==> src/rtl/prga.sv <==
`default_nettype none
// ============================================================================
//  Module   : prga
//  Purpose  : ARC4 pseudo-random generation stage. Walks the key-scheduled
//             S array, swaps S[i]/S[j] per byte, and XORs the resulting pad
//             with a length-prefixed ciphertext to build the plaintext.
//  Revision : 1.0  initial release
// ============================================================================
module prga #(
  parameter logic [7:0] LEN_ADDR = 8'd0
) (
  input  logic       clk,
  input  logic       rst,
  input  logic       en,
  output logic       rdy,
  output logic [7:0] s_addr,
  input  logic [7:0] s_rddata,
  output logic [7:0] s_wrdata,
  output logic       s_wren,
  output logic [7:0] ct_addr,
  input  logic [7:0] ct_rddata,
  output logic [7:0] pt_addr,
  output logic [7:0] pt_wrdata,
  output logic       pt_wren
);

  typedef enum logic [3:0] {
    IDLE     = 4'd0,
    RD_LEN   = 4'd1,
    WAIT_LEN = 4'd2,
    WR_LEN   = 4'd3,
    RD_SI    = 4'd4,
    WAIT_SI  = 4'd5,
    RD_SJ    = 4'd6,
    WAIT_SJ  = 4'd7,
    WR_SI    = 4'd8,
    WR_SJ    = 4'd9,
    RD_PAD   = 4'd10,
    WAIT_PAD = 4'd11,
    WR_PT    = 4'd12
  } state_t;

  state_t     state;
  logic [7:0] i;
  logic [7:0] j;
  logic [7:0] k;
  logic [7:0] len;
  logic [7:0] si;
  logic [7:0] sj;

  // Single FSM. All RAM-facing outputs are registered, so each output is
  // loaded on the edge that enters the state it belongs to. RAM read data is
  // sampled during the WAIT state that follows each read, while the address
  // is still held, which is the same value seen by the next state.
  always_ff @(posedge clk or posedge rst) begin
    if (rst) begin
      state     <= IDLE;
      rdy       <= 1'b1;
      s_addr    <= 8'd0;
      s_wrdata  <= 8'd0;
      s_wren    <= 1'b0;
      ct_addr   <= 8'd0;
      pt_addr   <= 8'd0;
      pt_wrdata <= 8'd0;
      pt_wren   <= 1'b0;
      i         <= 8'd0;
      j         <= 8'd0;
      k         <= 8'd0;
      len       <= 8'd0;
      si        <= 8'd0;
      sj        <= 8'd0;
    end else begin
      // Write enables are single-cycle pulses; the write states re-assert them.
      s_wren  <= 1'b0;
      pt_wren <= 1'b0;
      case (state)
        IDLE: begin
          if (en) begin
            state   <= RD_LEN;
            rdy     <= 1'b0;
            ct_addr <= LEN_ADDR;
          end
        end
        RD_LEN: state <= WAIT_LEN;
        WAIT_LEN: begin
          // Length byte is on ct_rddata now; copy it straight to pt.
          state     <= WR_LEN;
          len       <= ct_rddata;
          i         <= 8'd0;
          j         <= 8'd0;
          k         <= 8'd1;
          pt_addr   <= LEN_ADDR;
          pt_wrdata <= ct_rddata;
          pt_wren   <= 1'b1;
        end
        WR_LEN: begin
          if (len == 8'd0) begin
            state <= IDLE;
            rdy   <= 1'b1;
          end else begin
            state  <= RD_SI;
            i      <= i + 8'd1;
            s_addr <= i + 8'd1;
          end
        end
        RD_SI: state <= WAIT_SI;
        WAIT_SI: begin
          // s_rddata holds S[i]; j advances by it and S[j] is fetched next.
          state  <= RD_SJ;
          si     <= s_rddata;
          j      <= j + s_rddata;
          s_addr <= j + s_rddata;
        end
        RD_SJ: state <= WAIT_SJ;
        WAIT_SJ: begin
          // S[j] is available: start the swap by writing it to S[i].
          state    <= WR_SI;
          sj       <= s_rddata;
          s_addr   <= i;
          s_wrdata <= s_rddata;
          s_wren   <= 1'b1;
        end
        WR_SI: begin
          // When i == j this rewrites the original S[i], undoing the first write.
          state    <= WR_SJ;
          s_addr   <= j;
          s_wrdata <= si;
          s_wren   <= 1'b1;
        end
        WR_SJ: begin
          state   <= RD_PAD;
          s_addr  <= si + sj;
          ct_addr <= LEN_ADDR + k;
        end
        RD_PAD: state <= WAIT_PAD;
        WAIT_PAD: begin
          state     <= WR_PT;
          pt_addr   <= LEN_ADDR + k;
          pt_wrdata <= s_rddata ^ ct_rddata;
          pt_wren   <= 1'b1;
        end
        WR_PT: begin
          if (k == len) begin
            state <= IDLE;
            rdy   <= 1'b1;
          end else begin
            state  <= RD_SI;
            k      <= k + 8'd1;
            i      <= i + 8'd1;
            s_addr <= i + 8'd1;
          end
        end
        default: begin
          state <= IDLE;
          rdy   <= 1'b1;
        end
      endcase
    end
  end

endmodule
`default_nettype wire

==> config.mk <==
export PLATFORM = sky130hd
export DESIGN_NAME = prga
export DESIGN_NICKNAME = d
export VERILOG_FILES = /design/src/rtl/prga.sv
export SDC_FILE = /design/constraint.sdc
export NUM_CORES = 1
export LEC_CHECK = 0
export CAP_MARGIN = 20
export CORE_ASPECT_RATIO = 0.7
export CORE_MARGIN = 3
export CORE_UTILIZATION = 55
export CTS_CLUSTER_SIZE = 30
export DETAILED_ROUTE_END_ITERATION = 16
export GPL_TIMING_DRIVEN = 0
export PLACE_DENSITY = 0.87
export SLEW_MARGIN = 25
export SYNTH_ARGS = -nofsm -noshare
export SYNTH_HDL_FRONTEND = slang
export SYNTH_SLANG_ARGS = --single-unit
==> constraint.sdc <==
create_clock -name clk -period 5.9 [get_ports clk]
set_clock_uncertainty 0.2 [all_clocks]
set_input_delay 0.59 -clock clk [delete_from_list [all_inputs] [get_ports clk]]
set_output_delay 0.59 -clock clk [all_outputs]
set_load 0.05 [all_outputs]
==> results of run 1 <==
## synthesized netlist by cell type, types with 3 or more instances
master    number  area, um2
a211oi_1       7       52.6
a21o_1        12       90.1
a21oi_1       17       85.1
a221oi_1       5       43.8
a22o_1        17        149
a22oi_1        6       45.0
and2_1         4       25.0
and3_1         7       43.8
buf_1          3       11.3
buf_2          6       30.0
buf_6          4       45.0
clkbuf_1       8       30.0
dfrtp_1       94       2350
ha_1          20        250
inv_1          9       33.8
mux2_2        10        113
nand2_1       98        368
nand2b_1       5       31.3
nand3_1       24        120
nor2_1        42        158
nor3_1         9       45.0
nor4_2         3       37.5
o211ai_1       5       37.5
o21ai_0       16       80.1
o221a_2        8       90.1
o31ai_1        4       30.0
xnor2_1       11       96.3
xor2_1        18        158
## sequential cells by signal, indices dropped and copies added, names as in the netlist, 4 cells and up
signal / count
state: 4
s_addr: 8
si: 8
i: 8
k: 8
ct_addr: 8
len: 8
sj: 8
pt_addr: 8
pt_wrdata: 8
s_wrdata: 8
j: 8
## kinds of logic (layout without fill, tap and decap cells)
logic type                 after synthesis  in the layout  synth area share (%)
xor gates and xnor gates                29             29                  4.98
muxes                                   11             11                  2.41
DFF                                     95             95                  46.7
adders and majority gates               22             22                  5.70
AOI/OAI and AO/OA                      122            122                  18.3
and+or+nand+nor                        206            206                  18.6
buffers and inverters                   33            109                  3.31
## final timing paths
kind	slack [ns]	end	start
max in group asynchronous	4.53	s_wrdata[6]$_DFFE_PP0P_	rst
worst max-delay path	2.91	s_addr[6]$_DFFE_PP0P_	s_rddata[0]
worst max register to register	3.20	len[7]$_DFFE_PP0P_	state[2]$_DFFE_PP0N_
min in group asynchronous	0.36	state[0]$_DFFE_PP0N_	rst
worst min-delay path	0.28	s_wrdata[1]$_DFFE_PP0P_	s_wrdata[1]$_DFFE_PP0P_
worst min register to register	0.28	s_wrdata[1]$_DFFE_PP0P_	s_wrdata[1]$_DFFE_PP0P_
## cell usage in the layout, fill, tap and decap left out, drive strengths merged, types with 16 or more instances in the layout
| master | instances |
|---|---|
| nand2 | 98 |
| a22o | 19 |
| a21oi | 19 |
| nor2 | 44 |
| clkdlybuf4s50 | 60 |
| xor2 | 18 |
| dfrtp | 94 |
| buf | 16 |
| o21ai | 19 |
| ha | 20 |
| nand3 | 24 |
| clkbuf | 19 |
## area by class of cell
type | instances | area, um2
Tap cell | 120 | 150
Clock inverter | 4 | 95.1
Fill cell | 642 | 2520
Multi-Input combinational cell | 390 | 2550
Timing Repair Buffer | 61 | 628
Sequential cell | 95 | 2380
Inverter | 10 | 42.5
Clock buffer | 11 | 233
Buffer | 23 | 131
## critical path, stage by stage
cell and delay [ns]:
clkdlybuf4s50_1 0.54, ha_1 0.31, fa_1 0.43, a211oi_1 0.24
nor2_1 0.11, nand4b_1 0.11, o211ai_1 0.13, a211oi_1 0.41
o31ai_1 0.14
## power groups by stage
| stage | clock network (mW) | logic, mW | registers [mW] |
|---|---|---|---|
| 2_1_floorplan | 0 | 1.03 | 1.34 |
| 3_3_place_gp | 0 | 1.76 | 1.05 |
| 3_5_place_dp | 0 | 1.83 | 1.07 |
| 4_1_cts | 0.658 | 1.85 | 1.06 |
| 5_1_grt | 0.687 | 2.02 | 1.09 |
| 6_report | 0.655 | 1.87 | 1.07 |
## routing by layer
| layer | part of all wire, % | up-vias | global-route usage, % |
|---|---|---|---|
| met5 | 0 | - | 0 |
| met4 | 1.7 | 0 | 8.85 |
| met3 | 9.6 | 31 | 6.39 |
| met2 | 45 | 250 | 42.2 |
| met1 | 44 | 2197 | 40.0 |
| li1 | - | 1997 | - |
## metrics by stage
step	total power [mW]	instance area, um2
floorplan	2.37	5100
global placement	2.82	5850
detailed placement	2.90	5880
CTS	3.57	6210
global route	3.79	6210
finish	3.59	6210
==> flow_summary.ini, run 1 <==
[timing]
finalMaxSlewViolations = 0
fin_crit_sh_pct = 50.7
hold_violations = 0
worstMarginPinSlew_ns = 0.777
slew_headroom_pct = 48.0
finalSetupTns_ns = 0
setup_viol = 0
rsz0062_at_grt = no
layout_min_cycle_time_ns = 2.99
setup_ws_ns = 2.91
fmax_ghz = 0.334
whs_ns = 0.275

[clocking]
clk_latency_ns = 0.35
cts_max_path_buffers = 2
numClockSinks = 95
post-cts-setup-buffers = 0
cts_tree = built
cts_buffers = 9
clk_pin_slew_ns = 0.06
cts_root_buffer = clkbuf_16
ctsHtreeMaxLevel = 3
hold_buffers = 0
post_cts_resized = 0

[layout]
layout.cells.non_filler = 714
syn_to_final_growth_pct = 21.8
final_layout_size_suffix_gt1_share_pct = 10.8
diodes = 0
num-nets-final = 631
final_core_util_pct = 71.2

[drt]
routed_via_density = 6.27
drtAntennaViolNets = 0
drcViolationCount = 0
wl_per_cell_um = 19.3
drt_iter0_drc = 597
routed_wl_um = 13800
dr.pass1.iters = 6
vias = 4475

[logic_synthesis]
synth_ff_type = dfrtp_1
ys_ff_latch = 95
synth-seq-area-share_pct = 46.7
synth_cell_types = 65
synth_area_per_cell_um2 = 9.84
synth-edff-count = 0
syn_inst = 518
syn_nets = 559
synthArstFlopShare_pct = 100
yosysWarnings = 0
synth_area_um2 = 5100

[flow_run]
max-cap-violations = 0

[power]
power_frac_comb_pct = 52.1
pwr-share-clk_pct = 18.2
power.internal_mw = 2.01
leakage_nw = 2.85
pwr_density_cell_nw_per_um2 = 578
p_switching_mw = 1.58
switching_share_pct = 44.0
seqPwrFrac_pct = 29.7
ir_drop_mv = 0.350

[global_route]
grt_antenna_before_repair = 0
grt_pass1_vias = 4404
grt_pass1_wl_um = 22600
grt_usage_pct = 27.8
grt_max_degree = 69
overflow = 0

[floorplanning]
rows = 28
dieArea_um2 = 10500
die_h_um = 86.5
coreArea_um2 = 8720
die_w_um = 121
start_util_pct = 58.4
io_pins = 62

[setup_path]
endpoint_kind = flip-flop
critPathKind = input port to flip-flop
required_ns = 5.92
start_kind = input port
reg2reg_depth = 6
crit_fanout = 5
crit_arrival_ns = 3.01

[placed_design]
port_buffers = 60
hpwl_um = 9930
dpl_worst_slack_ns = 2.59
gp_congestion = 0.888
place_inst = 699

[run_status]
status = finished clean

[worst_hold_path]
hp-class = flip-flop to flip-flop
whs_path_depth = 2
(Power assumes the default switching activity.)
==> run 2: changes to the inputs <==
--- a/config.mk
+++ b/config.mk
@@ -8,11 +8,11 @@
 export CAP_MARGIN = 20
 export CORE_ASPECT_RATIO = 0.7
 export CORE_MARGIN = 3
-export CORE_UTILIZATION = 55
+export CORE_UTILIZATION = 51
 export CTS_CLUSTER_SIZE = 30
 export DETAILED_ROUTE_END_ITERATION = 16
 export GPL_TIMING_DRIVEN = 0
-export PLACE_DENSITY = 0.87
+export PLACE_DENSITY = 0.85
 export SLEW_MARGIN = 25
 export SYNTH_ARGS = -nofsm -noshare
 export SYNTH_HDL_FRONTEND = slang
==> constraint.sdc (replaced) <==
create_clock -name clk -period 2.6 [get_ports clk]
set_clock_uncertainty 0.2 [all_clocks]
set_input_delay 0.26 -clock clk [delete_from_list [all_inputs] [get_ports clk]]
set_output_delay 0.26 -clock clk [all_outputs]
set_load 0.05 [all_outputs]
==> flow_summary.ini, run 2 (synthesized netlist as in run 1, its figures left out) <==
[clocking]
clk_pin_slew_ns = 0.07
numClockSinks = 95
cts_root_buffer = clkbuf_16
hold_buffers = 0
cts_buffers = 9
ctsHtreeMaxLevel = 3
cts_tree = built
clk_latency_ns = 0.35
cts_max_path_buffers = 2

[timing]
slew_headroom_pct = 49.4
finalSetupTns_ns = 0
fmax_ghz = 0.396
worstMarginPinSlew_ns = 0.757
setup_ws_ns = 0.0773
hold_violations = 0
whs_ns = 0.0104
finalMaxSlewViolations = 0
fin_crit_sh_pct = 97.0
setup_viol = 0
layout_min_cycle_time_ns = 2.52

[setup_path]
start_kind = flip-flop
r2r-start = si[0]$_DFFE_PP0P_
required_ns = 2.66
endpoint_kind = flip-flop
critPathSlowestCell = fa_1
startpoint = si[0]$_DFFE_PP0P_
critPathKind = flip-flop to flip-flop
crit_arrival_ns = 2.58
r2r_slack_ns = 0.08
crit_end = s_addr[6]$_DFFE_PP0P_
slowest_delay_ns = 0.45
crit_chain = ha_1, fa_1, a211oi_2, o21bai_1, a21oi_1, xnor2_1, a211oi_2, o31ai_1
reg2reg_depth = 8
cp_common_cell = a211oi_2
worstReg2RegEnd = s_addr[6]$_DFFE_PP0P_
crit_fanout = 3

[floorplanning]
io_pins = 62
dieArea_um2 = 11200
start_util_pct = 54.2
die_h_um = 89.6
die_w_um = 125
rows = 29
coreArea_um2 = 9400

[layout]
diodes = 0
final_layout_size_suffix_gt1_share_pct = 13.4
multi_input_area_um2 = 2580
seq_area_um2 = 2380
final_cell_mix = nand2_1, dfrtp_1, clkdlybuf4s50_1
syn_to_final_growth_pct = 22.9
num-nets-final = 633
stdcell_area_um2 = 6260
final_core_util_pct = 66.7
final_common_cell = nand2_1
fill_cells = 702

[placed_design]
dpl_cell_area_um2 = 5920
hpwl_um = 10300
gp_congestion = 0.884
dpl_worst_slack_ns = -0.374
port_buffers = 60

[drt]
drtAntennaViolNets = 0
drt_iter0_drc = 465
drcViolationCount = 0
vias = 4412
routed_wl_um = 14000
routed_via_density = 6.12
dr.pass1.iters = 6
wl_per_cell_um = 19.4

[run_status]
status = finished clean

[worst_hold_path]
hp-class = input port to asynchronous set/reset pin

[global_route]
grt_pass1_wl_um = 22600
grt_antenna_before_repair = 0
grt_max_degree = 30
grt_usage_pct = 25.8
grt_pass1_vias = 4326
overflow = 0

[power]
ir_drop_mv = 0.827
leakage_nw = 2.88
pwr_density_cell_nw_per_um2 = 1300

[flow_run]
max-cap-violations = 0
[run 2: cell count changes in the layout (fill, tap and decap cells not counted), moves of 3 or more]
cell	previous run	this run
a211oi_1	7	4
a211oi_2	0	3
clkbuf_1	10	7
buf_12	0	3
[run 2: worst max-delay path, delay by kind of cell, from the launching register on]
family	cells	cell delay, ns
XOR/XNOR	1	0.22
AO/OA/AOI/OAI	5	0.90
flip-flops	1	0.40
adder cells (fa/ha/maj)	2	0.71
[run 2: where the power goes]
| group | leakage [nW] | internal, mW | switching (mW) | total (mW) |
|---|---|---|---|---|
| logic | 1.51 | 1.68 | 2.66 | 4.33 |
| clock network | 0.152 | 0.796 | 0.569 | 1.37 |
| registers | 1.21 | 2.00 | 0.420 | 2.42 |
[run 2: worst min path at each step]
stage	from	to	depth (start not counted)	slack, ns
floorplan	s_rddata[0]	si[0]$_DFFE_PP0P_	2	0.17
global placement	s_wrdata[7]$_DFFE_PP0P_	s_wrdata[7]$_DFFE_PP0P_	2	0.26
detailed placement	s_wrdata[2]$_DFFE_PP0P_	s_wrdata[2]$_DFFE_PP0P_	2	0.27
CTS	rst	state[1]$_DFFE_PP0N_	2	0.02
global route	rst	s_addr[0]$_DFFE_PP0P_	2	0.03
finish	rst	state[1]$_DFFE_PP0N_	2	0.01
[run 2: what timing repair did]
| item | in CTS | in global routing |
|---|---|---|
| endpoints found under the setup margin | 3 | 36 |
| pin swaps | 0 | 2 |
| cloned | 0 | 0 |
| gates resized for setup | 3 | 9 |
| endpoints found under the hold margin | 0 | 0 |
| buffers inserted | 0 | 1 |
[run 2: layout make-up]
class                      instances  share of cell area [%]
sequential                        95                    38.0
timing repair buffer              64                    10.7
tap                              124                    2.48
inverter                          10                   0.659
clock buffer                      11                    4.03
clock inverter                     5                   0.899
multi-input combinational        390                    41.2
buffer                            22                    2.08
[run 2: per-stage QoR]
stage,total power [mW],instances
final,8.11,721
after global routing,8.61,721
after CTS,8.04,721
after detailed placement,6.61,705
after global placement,6.42,702
after floorplan,5.38,518
[run 2: layer usage]
metal / track usage, % / up-vias / part of all wire (%)
li1: - / 2001 / -
met1: 37.3 / 2180 / 45
met2: 39.6 / 210 / 45
met3: 5.67 / 21 / 8.0
met4: 7.19 / 0 / 1.7
met5: 0 / - / 0
==> run 3: changes to the inputs <==
--- a/config.mk
+++ b/config.mk
@@ -8,11 +8,11 @@
 export CAP_MARGIN = 20
 export CORE_ASPECT_RATIO = 0.7
 export CORE_MARGIN = 3
-export CORE_UTILIZATION = 51
+export CORE_UTILIZATION = 55
 export CTS_CLUSTER_SIZE = 30
 export DETAILED_ROUTE_END_ITERATION = 16
 export GPL_TIMING_DRIVEN = 0
-export PLACE_DENSITY = 0.85
+export PLACE_DENSITY = 0.87
 export SLEW_MARGIN = 25
 export SYNTH_ARGS = -nofsm -noshare
 export SYNTH_HDL_FRONTEND = slang
==> constraint.sdc (replaced) <==
create_clock -name clk -period 2.9 [get_ports clk]
set_clock_uncertainty 0.2 [all_clocks]
set_input_delay 0.29 -clock clk [delete_from_list [all_inputs] [get_ports clk]]
set_output_delay 0.29 -clock clk [all_outputs]
set_load 0.05 [all_outputs]
==> flow_summary.ini, run 3 (synthesized netlist as in run 1, its figures left out) <==
[clocking]
post-cts-setup-buffers = 0
cts_buffers = 9
numClockSinks = 95
clk_pin_slew_ns = 0.07
clk_latency_ns = 0.35
cts_max_path_buffers = 2
ctsHtreeMaxLevel = 3
cts_tree = built
cts_root_buffer = clkbuf_16

[setup_path]
required_ns = 2.91
startpoint = s_rddata[0]
r2r-start = si[0]$_DFFE_PP0P_
start_kind = input port
worstReg2RegEnd = s_addr[6]$_DFFE_PP0P_
reg2reg_depth = 8
r2r_slack_ns = 0.22
critPathKind = input port to flip-flop
crit_end = s_addr[6]$_DFFE_PP0P_
crit_fanout = 5
crit_arrival_ns = 2.76
endpoint_kind = flip-flop

[placed_design]
gp_congestion = 0.896
place_inst = 701
dpl_cell_area_um2 = 5910
dpl_worst_slack_ns = -0.100
hpwl_um = 9910
port_buffers = 60

[power]
ir_drop_mv = 0.666
leakage_nw = 2.84
finalPower_mw = 7.06
pwr_density_cell_nw_per_um2 = 1140

[floorplanning]
dieArea_um2 = 10500
io_pins = 62
coreArea_um2 = 8720
die_w_um = 121
start_util_pct = 58.4
rows = 28
die_h_um = 86.5

[layout]
layout.cells.non_filler = 718
fill_cells = 667
diodes = 0
final_common_cell = nand2_1
final_layout_size_suffix_gt1_share_pct = 11.5
seq_area_um2 = 2380
num-nets-final = 634
multi_input_area_um2 = 2550
final_core_util_pct = 71.0
syn_to_final_growth_pct = 21.5
final_cell_mix = nand2_1, dfrtp_1, clkdlybuf4s50_1
stdcell_area_um2 = 6190

[timing]
setup_viol = 0
whs_ns = 0.128
fmax_ghz = 0.364
finalMaxSlewViolations = 0
setup_ws_ns = 0.154
layout_min_cycle_time_ns = 2.75
finalSetupTns_ns = 0
rsz0062_at_grt = no
slew_headroom_pct = 41.4
hold_violations = 0
fin_crit_sh_pct = 94.7
worstMarginPinSlew_ns = 0.875

[drt]
wl_per_cell_um = 19.0
drtAntennaViolNets = 0
met3_length_um = 1070
routed_wl_um = 13700
vias = 4409
met2_length_um = 6070
drcViolationCount = 0
top_layer_used = met4
dr.pass1.iters = 5
routed_via_density = 6.14
drt_iter0_drc = 520
met1_length_um = 6270

[global_route]
grt_pass1_wl_um = 22800
grt_antenna_before_repair = 0
grt_max_degree = 34
overflow = 0
grt_pass1_vias = 4406
grt_usage_pct = 27.9

[worst_hold_path]
whs_path_depth = 3
hp-class = input port to flip-flop

[run_status]
status = finished clean

[flow_run]
max-cap-violations = 0
run 3: layout make-up:
class | instances | share of cell area, %
buffer | 23 | 2.12
clock buffer | 9 | 3.64
clock inverter | 7 | 0.768
inverter | 10 | 0.667
multi-input combinational | 390 | 41.2
sequential | 95 | 38.4
tap | 120 | 2.42
timing repair buffer | 64 | 10.8
run 3: report_power, final:
| part | switching, mW | total, mW | internal [mW] |
|---|---|---|---|
| sequential | 0.372 | 2.16 | 1.79 |
| clock | 0.523 | 1.10 | 0.581 |
| combinational | 2.33 | 3.79 | 1.47 |
run 3: metal layers:
layer  GRT usage [%]  vias to the layer above
met4            7.51                        0
met3            7.18                       27
met5               0                        -
li1                -                     2003
met2            41.7                      207
met1            40.6                     2172
run 3: worst min-delay path by stage:
stage                                  from                 endpoint  slack (ns)
floorplan                       s_rddata[0]        si[0]$_DFFE_PP0P_        0.20
global placement      s_addr[4]$_DFFE_PP0P_    s_addr[4]$_DFFE_PP0P_        0.26
detailed placement  s_wrdata[1]$_DFFE_PP0P_  s_wrdata[1]$_DFFE_PP0P_        0.27
CTS                             s_rddata[7]        si[7]$_DFFE_PP0P_        0.12
global route                    s_rddata[7]        si[7]$_DFFE_PP0P_        0.18
finish                          s_rddata[7]        si[7]$_DFFE_PP0P_        0.13
run 3: worst max-delay path, cell delays in order:
cell and delay [ns]:
clkdlybuf4s50_1 0.56, ha_1 0.33, fa_1 0.44, a211oi_1 0.27, nor2_1 0.12, nand4b_1 0.11, o211ai_1 0.13, a211oi_1 0.39
o31ai_1 0.13
run 3: timing repair:
action	4_1_cts	5_1_grt
hold buffers	1	0
resized for setup	0	0
hold endpoints to repair	1	0
